===== src/rtl/psum_xfer_pkg.sv =====
// psum_xfer_pkg
// Shared constants, FSM state encodings and a width helper for the
// cross-core partial-sum transmit FIFO (psum_xfer_fifo) and its storage array.
//   BW/BW_PSUM/WORD_W  : activation, psum and data-word widths
//   TOTAL_CYCLE/FRAMES : words per frame and number of frame slots
//   DEPTH              : total word slots
// Optional feature macro used by the top: PSUM_XFER_ERR_EN.
package psum_xfer_pkg;

  // Ceiling log2 used to size pointers and counters.
  function automatic int clog2(input int v);
    int r;
    for (r = 0; (1 << r) < v; r++) begin
    end
    return r;
  endfunction

  localparam int BW          = 8;
  localparam int BW_PSUM     = 2 * BW + 4;
  localparam int WORD_W      = BW_PSUM + 4;
  localparam int TOTAL_CYCLE = 16;
  localparam int FRAMES      = 2;
  localparam int DEPTH       = FRAMES * TOTAL_CYCLE;

  localparam int PTR_W = clog2(DEPTH);
  localparam int CNT_W = clog2(TOTAL_CYCLE);
  localparam int DF_W  = clog2(FRAMES + 1);
  localparam int OCC_W = clog2(DEPTH + 1);

  typedef enum logic { IDLE = 1'b0, FILL  = 1'b1 } wr_state_t;
  typedef enum logic { WAIT = 1'b0, DRAIN = 1'b1 } rd_state_t;

endpackage


===== src/rtl/psum_xfer_mem.sv =====
// psum_xfer_mem
// 1-write/1-read register array of DEPTH x WORD_W. Writes land at the clock
// edge; the read port is registered, so data appears one cycle after rd_en
// and holds its value while rd_en is low.
//   clk, reset (sync, active-low; clears only the read register)
//   wr_en, wr_addr, wr_data : write port
//   rd_en, rd_addr, rd_data : registered read port
module psum_xfer_mem
  import psum_xfer_pkg::*;
(
  input  logic              clk,
  input  logic              reset,
  input  logic              wr_en,
  input  logic [PTR_W-1:0]  wr_addr,
  input  logic [WORD_W-1:0] wr_data,
  input  logic              rd_en,
  input  logic [PTR_W-1:0]  rd_addr,
  output logic [WORD_W-1:0] rd_data
);

  logic [WORD_W-1:0] mem [DEPTH];

  // Storage needs no reset: validity is tracked by the pointers in the top.
  always_ff @(posedge clk) begin
    if (wr_en) begin
      mem[wr_addr] <= wr_data;
    end
  end

  always_ff @(posedge clk) begin
    if (!reset) begin
      rd_data <= '0;
    end else if (rd_en) begin
      rd_data <= mem[rd_addr];
    end
  end

endmodule


===== src/rtl/psum_xfer_fifo.sv =====
// psum_xfer_fifo
// Transmit side of the cross-core partial-sum exchange. Buffers the local
// core's sum_out words in frames of TOTAL_CYCLE words and serves them to the
// peer, which pops one word per cycle with fifo_ext_rd.
// Handshake: a push (wr) is accepted when not full, or when full but a pop is
//   accepted in the same cycle; a pop (fifo_ext_rd) is accepted when not empty
//   and its word appears on rd_data one cycle later. Rejected requests leave
//   all state untouched.
// Ports:
//   clk, reset (sync, active-low)
//   wr, wr_data          : local push
//   fifo_ext_rd, rd_data : peer pop, registered data
//   fifo_in_ready        : at least one complete frame buffered (registered)
//   full, empty          : occupancy flags
//   err[1:0]             : sticky {underflow, overflow}, only with PSUM_XFER_ERR_EN
module psum_xfer_fifo
  import psum_xfer_pkg::*;
(
  input  logic              clk,
  input  logic              reset,
  input  logic              wr,
  input  logic [WORD_W-1:0] wr_data,
  input  logic              fifo_ext_rd,
  output logic [WORD_W-1:0] rd_data,
  output logic              fifo_in_ready,
  output logic              full,
  output logic              empty
`ifdef PSUM_XFER_ERR_EN
  ,
  output logic [1:0]        err
`endif
);

  logic [PTR_W-1:0] wptr, rptr;
  logic [CNT_W-1:0] wcnt, rcnt;
  logic [OCC_W-1:0] occ, occ_nxt;
  logic [DF_W-1:0]  done_frames, done_frames_nxt;
  logic             wr_fire, rd_fire, wr_wrap, rd_wrap;
  wr_state_t        wr_state, wr_state_nxt;
  rd_state_t        rd_state, rd_state_nxt;

  assign full  = (occ == OCC_W'(DEPTH));
  assign empty = (occ == '0);

  // A pop on a full FIFO frees a slot, so the same-cycle push is accepted.
  assign rd_fire = fifo_ext_rd && !empty;
  assign wr_fire = wr && (!full || rd_fire);
  assign wr_wrap = wr_fire && (wcnt == CNT_W'(TOTAL_CYCLE - 1));
  assign rd_wrap = rd_fire && (rcnt == CNT_W'(TOTAL_CYCLE - 1));

  psum_xfer_mem u_mem (
    .clk     (clk),
    .reset   (reset),
    .wr_en   (wr_fire),
    .wr_addr (wptr),
    .wr_data (wr_data),
    .rd_en   (rd_fire),
    .rd_addr (rptr),
    .rd_data (rd_data)
  );

  always_comb begin
    occ_nxt = occ;
    if (wr_fire && !rd_fire) begin
      occ_nxt = occ + 1'b1;
    end else if (rd_fire && !wr_fire) begin
      occ_nxt = occ - 1'b1;
    end
  end

  // A frame completing and one being consumed in the same cycle cancel out.
  always_comb begin
    done_frames_nxt = done_frames;
    if (wr_wrap && !rd_wrap) begin
      done_frames_nxt = done_frames + 1'b1;
    end else if (rd_wrap && !wr_wrap) begin
      done_frames_nxt = done_frames - 1'b1;
    end
  end

  always_ff @(posedge clk) begin
    if (!reset) begin
      wptr          <= '0;
      rptr          <= '0;
      wcnt          <= '0;
      rcnt          <= '0;
      occ           <= '0;
      done_frames   <= '0;
      fifo_in_ready <= 1'b0;
      wr_state      <= IDLE;
      rd_state      <= WAIT;
    end else begin
      if (wr_fire) begin
        wptr <= (wptr == PTR_W'(DEPTH - 1)) ? '0 : wptr + 1'b1;
        wcnt <= (wcnt == CNT_W'(TOTAL_CYCLE - 1)) ? '0 : wcnt + 1'b1;
      end
      if (rd_fire) begin
        rptr <= (rptr == PTR_W'(DEPTH - 1)) ? '0 : rptr + 1'b1;
        rcnt <= (rcnt == CNT_W'(TOTAL_CYCLE - 1)) ? '0 : rcnt + 1'b1;
      end
      occ           <= occ_nxt;
      done_frames   <= done_frames_nxt;
      fifo_in_ready <= (done_frames_nxt != '0);
      wr_state      <= wr_state_nxt;
      rd_state      <= rd_state_nxt;
    end
  end

  // Write-side frame tracker: returns to IDLE once the last slot is filled.
  always_comb begin
    wr_state_nxt = wr_state;
    case (wr_state)
      IDLE: if (wr_fire) wr_state_nxt = FILL;
      FILL: if (wr_wrap && (done_frames == DF_W'(FRAMES - 1))) wr_state_nxt = IDLE;
      default: wr_state_nxt = IDLE;
    endcase
  end

  // Read-side frame tracker: one DRAIN pass per frame handed to the peer.
  always_comb begin
    rd_state_nxt = rd_state;
    case (rd_state)
      WAIT:  if (fifo_ext_rd && fifo_in_ready) rd_state_nxt = DRAIN;
      DRAIN: if (rd_wrap) rd_state_nxt = WAIT;
      default: rd_state_nxt = WAIT;
    endcase
  end

`ifdef PSUM_XFER_ERR_EN
  always_ff @(posedge clk) begin
    if (!reset) begin
      err <= 2'b00;
    end else begin
      if (wr && !wr_fire)      err[0] <= 1'b1;
      if (fifo_ext_rd && empty) err[1] <= 1'b1;
    end
  end
`endif

endmodule


===== config.mk =====
export PLATFORM = sky130hd
export DESIGN_NAME = psum_xfer_fifo
export DESIGN_NICKNAME = d
export VERILOG_FILES = /design/src/rtl/psum_xfer_pkg.sv /design/src/rtl/psum_xfer_mem.sv /design/src/rtl/psum_xfer_fifo.sv
export SDC_FILE = /design/constraint.sdc
export NUM_CORES = 1
export LEC_CHECK = 0
export CAP_MARGIN = 0
export CORE_ASPECT_RATIO = 2
export CORE_MARGIN = 2
export CORE_UTILIZATION = 55
export CTS_CLUSTER_SIZE = 30
export DETAILED_ROUTE_END_ITERATION = 16
export GPL_TIMING_DRIVEN = 0
export PLACE_DENSITY = 0.72
export RECOVER_POWER = 100
export SYNTH_ARGS = -nofsm -noshare
export SYNTH_HDL_FRONTEND = slang
export SYNTH_SLANG_ARGS = --single-unit

===== constraint.sdc =====
create_clock -name clk -period 6.5 [get_ports clk]
set_input_delay 0.975 -clock clk [delete_from_list [all_inputs] [get_ports clk]]
set_output_delay 0.975 -clock clk [all_outputs]
set_load 0.01 [all_outputs]

## Word-level counts from Yosys, hierarchy flattened

Memory sizes are Yosys's and may differ from the RTL's. A register that Yosys moved wholly into a read port is not among the register bits.
Cells that the tools add are included.

- Reductions and logical operators: 19
- Equality and inequality tests: 5
- $add $sub $neg: 8
- Mux-type cells: 10

Operators by type and width:

| cell | count |
|---|---|
| $mux 6 | 2 |
| $add 5x1->5 const B | 2 |
| $eq 5x5->1 const B | 2 |
| $mux 5 | 2 |
| $add 4x1->4 const B | 2 |
| $eq 4x4->1 const B | 2 |
| $logic_and 1x1->1 | 8 |
| $mux 4 | 2 |
| $logic_not 1->1 | 7 |
| $add 6x1->6 const B | 1 |
| $eq 6x6->1 const B | 1 |
| $logic_not 6->1 | 1 |
| $sub 6x1->6 const B | 1 |
| $mux 2 | 2 |
| $reduce_bool 2->1 | 2 |
| $add 2x1->2 const B | 1 |
| $mux 1 | 2 |
| $sub 2x1->2 const B | 1 |
| $logic_or 1x1->1 | 1 |

- RAM bits: 768
- Memories kept: 1
- Word-level logic and storage cells: 50
- Bits in registers: 27
- Input bits: 28
- Output and inout bits: 27

Memory list:

| name | depth | width | read ports | clocked after memory_dff | write ports | line | RTL |
|---|---|---|---|---|---|---|---|
| u_mem.mem | 32 | 24 | 1 | 1 | 1 | psum_xfer_mem.sv:21 | `logic [WORD_W-1:0] mem [DEPTH];` |

## Depth between registers and ports, before layout

Gate-level depths: netlist of run 1.

- Word-level depth: 11
- Depth in mapped cells: 13
- Mapped depth without buffers: 12

## By module

Synthesis of run 1 repeated with hierarchy kept, for this count alone.

- Cells, all modules: 1,865
- Area, all modules: 32,127.1 um2

By module, submodules not included:

| module | seq. area each (um2) | instances | area an instance (um2) | cells an instance |
|---|---|---|---|---|
| psum_xfer_mem | 23,542.6 | 1 | 30,604.4 | 1,694 |
| psum_xfer_fifo | 540.5 | 1 | 1,522.7 | 171 |

## Least setup slack after synthesis of run 1

No wires, ideal clock.

- Path kind: input to register
- Start: input port fifo_ext_rd
- End: register occ[5]
- Data required time: 6.428 ns
- Path buffers: 1
- Data arrival time: 3.091 ns
- Library setup time: 0.072 ns
- Stages on the path: 12
- Slack: 3.338 ns
- Path through: nor3b_1 -> nand2_1 -> nand2_1 -> inv_2 -> buf_2 -> ha_1 -> inv_1 -> ha_1 -> and2_1 -> a22o_1 -> o211ai_1 -> mux2i_1

- Cells in the longest elaborated chain, start to end: 6
- Elaborated cells on any way between the ends: 9
- Those cells by class: mux: 1; reduce/logical: 8

Ends and longest elaborated chain:

| what | line | RTL |
|---|---|---|
| start, declared | psum_xfer_fifo.sv:23 | `input logic fifo_ext_rd,` |
| $logic_and 1x1->1 (*) | psum_xfer_fifo.sv:46 | `assign rd_fire = fifo_ext_rd && !empty;` |
| $logic_or 1x1->1 (*) | psum_xfer_fifo.sv:47 | `assign wr_fire = wr && (!full \|\| rd_fire);` |
| $logic_and 1x1->1 (*) | psum_xfer_fifo.sv:47 |  |
| net u_mem.wr_en | psum_xfer_mem.sv:13 | `input logic wr_en,` |
| $logic_not 1->1 | psum_xfer_fifo.sv:66 | `end else if (rd_fire && !wr_fire) begin` |
| $logic_and 1x1->1 | psum_xfer_fifo.sv:66 |  |
| $reduce_bool 2->1 (no source line) | - |  |
| end signal, assigned | psum_xfer_fifo.sv:101 | `occ <= occ_nxt;` |
| end, declared | psum_xfer_fifo.sv:36 | `logic [OCC_W-1:0] occ, occ_nxt;` |

The timed path passes the listed nets; every way through them passes the cells marked *.
A chain may end at the register's enable or synchronous reset.

## Worst setup path after layout of run 1

- Start: input port fifo_ext_rd
- End: register occ[5]

- Cells in the longest elaborated chain, start to end: 6
- Elaborated cells on any way between the ends: 9
- Those cells by class: mux: 1; reduce/logical: 8

Ends and longest elaborated chain:

| what | line |
|---|---|
| $logic_and 1x1->1 (*) | psum_xfer_fifo.sv:46 |
| $logic_or 1x1->1 | psum_xfer_fifo.sv:47 |
| $logic_and 1x1->1 | psum_xfer_fifo.sv:47 |
| $logic_not 1->1 | psum_xfer_fifo.sv:66 |
| $logic_and 1x1->1 | psum_xfer_fifo.sv:66 |
| $reduce_bool 2->1 (no source line) | - |

Every way passes the cells marked *; elsewhere a longest branch is shown, timed or not.

==> flow_metrics.py, run 1 <==
metrics = {
    "global_route": {
        "grt_pass1_vias": 16000,
        "grt_util_all_layers_pct": 24.5,
        "grt_max_degree": 33,
        "antenna_found_initial": 4,
        "overflow": 0,
        "grt_pass1_wl_mm": 104,
    },
    "setup_path": {
        "path_common_cell": "ha_1",
        "start_kind": "primary input",
        "crit_chain": "dlygate4sd3_1 > a21boi_0 > inv_2 > clkbuf_1 > ha_1 > inv_1 > ha_1 > and2_1 > a22o_1 > o211ai_1 > mux2i_1",
        "max_stage_delay_ps": 1350,
        "r2r_start": "occ[0]",
        "worstSetupPathDepth": 11,
        "worstRegToRegCells": 11,
        "path_max_fanout": 10,
        "worst_setup_path_end_kind": "flip-flop",
        "r2r-end": "occ[5]",
        "slowest_stage": "a21boi_0",
        "cp.arrival_ps": 5420,
        "critPathTopFamily": "compound AO/OA/AOI/OAI gates",
        "criticalPathCategory": "primary input to flip-flop",
        "path_buf_inv": 4,
        "r2r_setup_slack_ps": 1990,
        "cp.required_ps": 7040,
    },
    "synth": {
        "avgSynthCellArea_um2": 21.2,
        "ys_types": 52,
        "synthMuxAreaShare_pct": 17.1,
        "synth_adder_area_share_pct": 0.614,
        "synth_compound_area_share_pct": 2.03,
        "async_reset_ff_share_pct": 0,
        "yosys.area_share.simple_pct": 2.85,
        "syn-num-nets": 1541,
        "synth-seq-area-share_pct": 75.7,
        "synth_ff_type": "edfxtp_1",
        "synth_top_family_by_area": "multiplexers",
        "syn_area_mm2": 0.0318,
        "synth_edf_count": 768,
        "synth-seq-cells": 819,
        "syn_inst": 1498,
        "synth_xor_area_share_pct": 0.220,
        "yosys_warnings": 0,
    },
    "outcome": {
        "violations": "capacitance limit, slew limit",
        "outcome": "finished with violations",
    },
    "sta": {
        "holdWs_ps": 498,
        "final.setup.tns_ps": 0,
        "worst_pin_slew_ps": 2780,
        "skew_ps": 19.2,
        "hold_violations": 0,
        "rsz0062_at_grt": "false",
        "fmax_mhz": 205,
        "maxSlewHeadroom_pct": -86.2,
        "min_period_over_period_pct": 75.2,
        "fin_ws_ps": 1610,
        "setup_viol": 0,
        "min_period_ps": 4890,
        "slew_viol_final": 610,
    },
    "power": {
        "p_clk_share_pct": 34.5,
        "p_sw_share_pct": 23.9,
        "p_int_mw": 8.94,
        "leakagePower_nw": 11.0,
        "pwr-share-seq_pct": 50.7,
        "switchingPower_mw": 2.81,
        "p_comb_share_pct": 14.8,
        "powerDensity_mw_per_mm2": 330,
        "vdd_drop_max_mv": 0.181,
    },
    "floorplanning": {
        "die_w_um": 174,
        "rows": 124,
        "pin_count": 55,
        "die_y_um": 344,
        "coreArea_mm2": 0.0572,
        "dieArea_mm2": 0.0599,
        "initial_utilization_pct": 55.6,
    },
    "routing": {
        "wirelength_mm": 71.5,
        "drc": 0,
        "num_vias": 15100,
        "viasPerCell": 6.17,
        "antenna_left": 0,
        "drt_iter0_markers": 1433,
        "routedWlPerCell_um": 29.2,
        "first_pass_iters": 6,
    },
    "cts": {
        "cts_setup_buffers": 0,
        "hold_buffers": 0,
        "cts_root_buf": "clkbuf_16",
        "cts_buffers": 69,
        "cts_buffer_depth": 3,
        "insertion_delay_ps": 610,
        "cts_tree": "yes",
        "clkTransAtPathRegs_ps": 70,
        "cts_resized": 0,
        "htreeDepth": 3,
        "cts_sinks": 819,
    },
    "layout": {
        "area_growth_pct": 11.8,
        "stdcell_count": 2446,
        "fillerInstances": 3784,
        "nets": 1676,
        "drive_gt1_share_pct": 24.8,
    },
    "placement": {
        "placed_cells": 2318,
        "globalplace.congestion": 0.810,
        "place_ws_ps": 2340,
        "portBuffers": 54,
        "place_hpwl_mm": 47.5,
    },
    "worst_hold_path": {
        "hp-start": "rcnt[1]",
        "min_path_type": "flip-flop to flip-flop",
        "hold_depth": 2,
        "holdPathEnd": "rcnt[1]",
    },
    "flow_run": {
        "cap_violations": 26,
    },
}
## layout by cell type (no fill, tap or decap), drive strengths merged, types with 4 or more instances in the layout
master       instances
clkinv              22
dfxtp               51
dlygate4sd3         53
nand2               78
mux2i               29
mux2                72
o211ai              25
o21ai                6
clkinvlp             4
a22oi               24
and2                 9
buf                 48
inv                 10
clkbuf             134
mux4               192
ha                  14
a21oi                9
nand3b               4
xnor2                5
nor2                38
edfxtp             768
nor2b                4
or4                  4
a21boi              10
nand3               29
## metrics by stage
stage                     power, mW  utilization [%]  area, µm²
after floorplan                7.25                -      31800
after global placement         7.83             58.2      33300
after detailed placement       7.88             58.9      33700
after CTS                      11.9             62.8      35900
after global routing           12.1             62.1      35600
final                          11.8             62.1      35600
## power by group through the flow
| stage | Combinational [mW] | Clock (mW) | Sequential (mW) |
|---|---|---|---|
| floorplan | 1.18 | 0 | 6.06 |
| global placement | 1.76 | 0 | 6.07 |
| detailed placement | 1.80 | 0 | 6.07 |
| CTS | 1.81 | 4.10 | 5.96 |
| global route | 1.86 | 4.27 | 5.96 |
| finish | 1.74 | 4.05 | 5.96 |
## worst reg2reg max path, delay by kind of cell, from the launching register on
family,cells,cell delay [ps]
compound gates,3,1850
buf+inv,3,920
fa+ha+maj,2,670
flops,1,520
simple gates,2,290
mux,1,200
## registers in the layout, summed over array words and instances (netlist names)
| register | flops |
|---|---|
| occ | 6 |
| fifo_in_ready | 1 |
| u_mem.mem | 768 |
| wcnt | 4 |
| done_frames | 2 |
| u_mem.rd_data | 24 |
| rptr | 5 |
| wptr | 5 |
| rcnt | 4 |
## kinds of logic after synthesis
group                      after synthesis
buffers and inverters                   86
adders and majority gates               15
muxes                                  293
DFF                                    819
AOI/OAI and AO/OA                       88
xor gates and xnor gates                 8
and+or+nand+nor                        189
## worst max-delay path by stage
stage,start,slack [ps],endpoint
after global placement,fifo_ext_rd,1330,u_mem.mem[4][14]
after global routing,fifo_ext_rd,1400,occ[5]
final,fifo_ext_rd,1610,occ[5]
after detailed placement,fifo_ext_rd,2340,u_mem.mem[5][13]
after CTS,fifo_ext_rd,2940,u_mem.mem[5][12]
after floorplan,fifo_ext_rd,3340,occ[5]
## routing by layer
| metal | vias up | share of wire, % | wire [µm] | global-route usage (%) |
|---|---|---|---|---|
| met2 | 606 | 57 | 40900 | 47.1 |
| li1 | 6459 | - | - | - |
| met4 | 0 | 4.3 | 3050 | 11.3 |
| met1 | 7884 | 34 | 24000 | 26.8 |
| met5 | - | 0 | 0 | 0 |
| met3 | 155 | 4.9 | 3530 | 2.87 |
## synthesized netlist by cell type (6+ instances only)
cell | number | area share [%]
mux2_2 | 72 | 2.5
buf_6 | 13 | 0.46
nor2_1 | 38 | 0.45
mux4_2 | 192 | 14
clkbuf_1 | 26 | 0.31
a21boi_0 | 7 | 0.17
mux2i_1 | 29 | 0.91
nand2_1 | 78 | 0.92
o211ai_1 | 25 | 0.59
and2_1 | 9 | 0.18
ha_1 | 14 | 0.55
nand3_1 | 29 | 0.46
buf_2 | 29 | 0.46
edfxtp_1 | 768 | 73
o21ai_0 | 6 | 0.094
a21oi_1 | 9 | 0.14
a22oi_1 | 24 | 0.57
buf_4 | 6 | 0.14
dfxtp_1 | 51 | 3.2
## final cells by class
cell class	count	area (µm²)	area share, %
clock buffer	92	1940	5.45
inverter	6	22.5	0.0633
buffer	80	447	1.26
tap	756	946	2.66
timing repair buffer	64	578	1.63
antenna	3	7.51	0.0211
sequential	819	24100	67.7
clock inverter	33	262	0.735
multi-input combinational	593	7280	20.5
Note: power is estimated with default switching activity, not from simulation.
==> run 2: changes to the inputs <==
==> constraint.sdc (replaced) <==
create_clock -name clk -period 4.7 [get_ports clk]
set_input_delay 0.705 -clock clk [delete_from_list [all_inputs] [get_ports clk]]
set_output_delay 0.705 -clock clk [all_outputs]
set_load 0.01 [all_outputs]
==> run 2 against run 1 <==
  * The flow still finishes with violations (capacitance limit, slew limit)
  * Wire length barely moved
  * Clock power rose by 38%
  * Register-to-register slack worse by 1100 ps
  * Total power grew 38%
  * Final cell count stayed put
  * Sequential cell count stayed put
  * Core utilization up 0.29 points
  * Critical path type unchanged
  * Critical endpoint is now u_mem.mem[18][13]
  * Largest cell class unchanged
==> flow_metrics.py, run 2 (same netlist as run 1, synthesis figures left out) <==
metrics = {
    "outcome": {
        "outcome": "finished with violations",
        "violations": "capacitance limit, slew limit",
    },
    "setup_path": {
        "slowest_stage": "nor2_2",
        "crit_chain": "dlygate4sd3_1 > nor3b_1 > nand2_1 > nand2_1 > inv_1 > clkbuf_1 > nand2_1 > nor2_2",
        "path_common_cell": "nand2_1",
        "path_buf_inv": 3,
        "r2r_setup_slack_ps": 850,
        "worst_setup_path_end_kind": "flip-flop",
        "cp.arrival_ps": 4120,
        "endpoint": "u_mem.mem[18][13]",
        "worstSetupPathDepth": 8,
        "worstRegToRegCells": 8,
        "critical_path.startpoint": "fifo_ext_rd",
        "cp.required_ps": 4900,
        "critPathTopFamily": "simple AND/OR/NAND/NOR gates",
        "max_stage_delay_ps": 1400,
        "criticalPathCategory": "primary input to flip-flop",
        "r2r-end": "u_mem.mem[29][11]",
        "r2r_start": "occ[1]",
        "path_max_fanout": 24,
        "start_kind": "primary input",
    },
    "sta": {
        "skew_ps": 19.6,
        "worst_pin_slew_ps": 1740,
        "hold_violations": 0,
        "min_period_ps": 3920,
        "rsz0062_at_grt": "false",
        "min_period_over_period_pct": 83.4,
        "maxSlewHeadroom_pct": -15.9,
        "slew_viol_final": 347,
        "fmax_mhz": 255,
        "setup_viol": 0,
    },
    "global_route": {
        "grt_pass1_vias": 16000,
        "grt_pass1_wl_mm": 104,
        "antenna_found_initial": 4,
        "grt_util_all_layers_pct": 24.5,
        "overflow": 0,
        "grt_max_degree": 33,
    },
    "floorplanning": {
        "rows": 124,
        "die_y_um": 344,
        "pin_count": 55,
        "initial_utilization_pct": 55.6,
        "dieArea_mm2": 0.0599,
        "coreArea_mm2": 0.0572,
        "die_w_um": 174,
    },
    "layout": {
        "stdcell_count": 2446,
        "drive_gt1_share_pct": 26.0,
        "area_growth_pct": 12.3,
        "fin_area_mm2": 0.0357,
        "final_common_cell": "edfxtp_1",
        "largest_reg_flops": 768,
        "final_cell_mix": "edfxtp_1 (768), mux4_2 (192), nand2_1 (78)",
        "nets": 1676,
        "biggestRegsByFlops": "u_mem.mem (768), u_mem.rd_data (24), occ (6)",
        "top_register": "u_mem.mem",
    },
    "placement": {
        "globalplace.congestion": 0.810,
        "placed_area_mm2": 0.0337,
        "place_hpwl_mm": 47.5,
        "placed_cells": 2318,
        "portBuffers": 54,
    },
    "power": {
        "leakagePower_nw": 11.0,
        "total_power_mw": 16.2,
        "vdd_drop_max_mv": 0.251,
        "powerDensity_mw_per_mm2": 455,
    },
    "cts": {
        "cts_root_buf": "clkbuf_16",
        "cts_sinks": 819,
        "cts_tree": "yes",
        "cts_buffer_depth": 3,
        "hold_buffers": 0,
        "cts_resized": 0,
        "cts_setup_buffers": 0,
        "clkTransAtPathRegs_ps": 60,
        "htreeDepth": 3,
        "cts_buffers": 69,
        "insertion_delay_ps": 610,
    },
    "routing": {
        "num_vias": 15100,
        "first_pass_iters": 5,
        "wirelength_mm": 71.4,
        "drc": 0,
        "viasPerCell": 6.18,
        "routedWlPerCell_um": 29.2,
        "antenna_left": 0,
        "drt_iter0_markers": 1370,
    },
    "worst_hold_path": {
        "min_path_type": "flip-flop to flip-flop",
        "hp-start": "rcnt[1]",
    },
    "flow_run": {
        "cap_violations": 15,
    },
}
run 2: cell count changes in the layout (fill, tap and decap cells not counted), moves of 2 or more:
| cell | change |
|---|---|
| nor2_1 | -16 |
| nor2_2 | +15 |
| buf_12 | +7 |
| clkbuf_1 | -6 |
| buf_1 | -3 |
| mux2_1 | +3 |
| mux2_2 | -3 |
| buf_4 | +2 |
run 2: per-stage QoR:
| step | TNS (ps) | setup slack, ps | hold WS [ps] | util, % |
|---|---|---|---|---|
| finish | 0 | 779 | 499 | 62.4 |
| global route | 0 | 641 | 538 | 62.4 |
| CTS | 0 | 1380 | 503 | 62.8 |
| detailed placement | 0 | 808 | 493 | 58.9 |
| global placement | -41310 | -201 | 477 | 58.2 |
| floorplan | 0 | 1810 | 461 | - |
run 2: worst reg2reg max path, delay by kind of cell, from the launching register on:
kind / cells / cell delay, ps
and+or+nand+nor: 5 / 2130
buffers and inverters: 3 / 920
DFF: 1 / 370
run 2: layout make-up:
| class | count | area, µm² |
|---|---|---|
| Multi-Input combinational cell | 593 | 7330 |
| Antenna cell | 3 | 7.51 |
| Clock buffer | 92 | 1940 |
| Tap cell | 756 | 946 |
| Clock inverter | 33 | 262 |
| Buffer | 80 | 445 |
| Timing Repair Buffer | 64 | 702 |
| Fill cell | 3758 | 21500 |
| Inverter | 6 | 22.5 |
| Sequential cell | 819 | 24100 |
run 2: how the worst min path moves through the flow:
stage	endpoint	cells past startpoint
after floorplan	rcnt[1]	2
after global placement	rcnt[1]	2
after detailed placement	rcnt[0]	2
after CTS	rcnt[0]	2
after global routing	rcnt[0]	2
final	rcnt[1]	2
run 2: routing by layer:
layer / vias up / wire length [µm] / track usage, %
met2: 571 / 40900 / 47.1
met5: - / 0 / 0
met1: 7927 / 24000 / 26.8
met4: 0 / 2960 / 11.3
li1: 6462 / - / -
met3: 154 / 3540 / 2.87
run 2: power by group:
part / internal (mW) / leakage (nW) / switching, mW
combinational: 1.15 / 2.64 / 1.26
sequential: 8.13 / 7.34 / 0.108
clock: 3.08 / 1.07 / 2.52
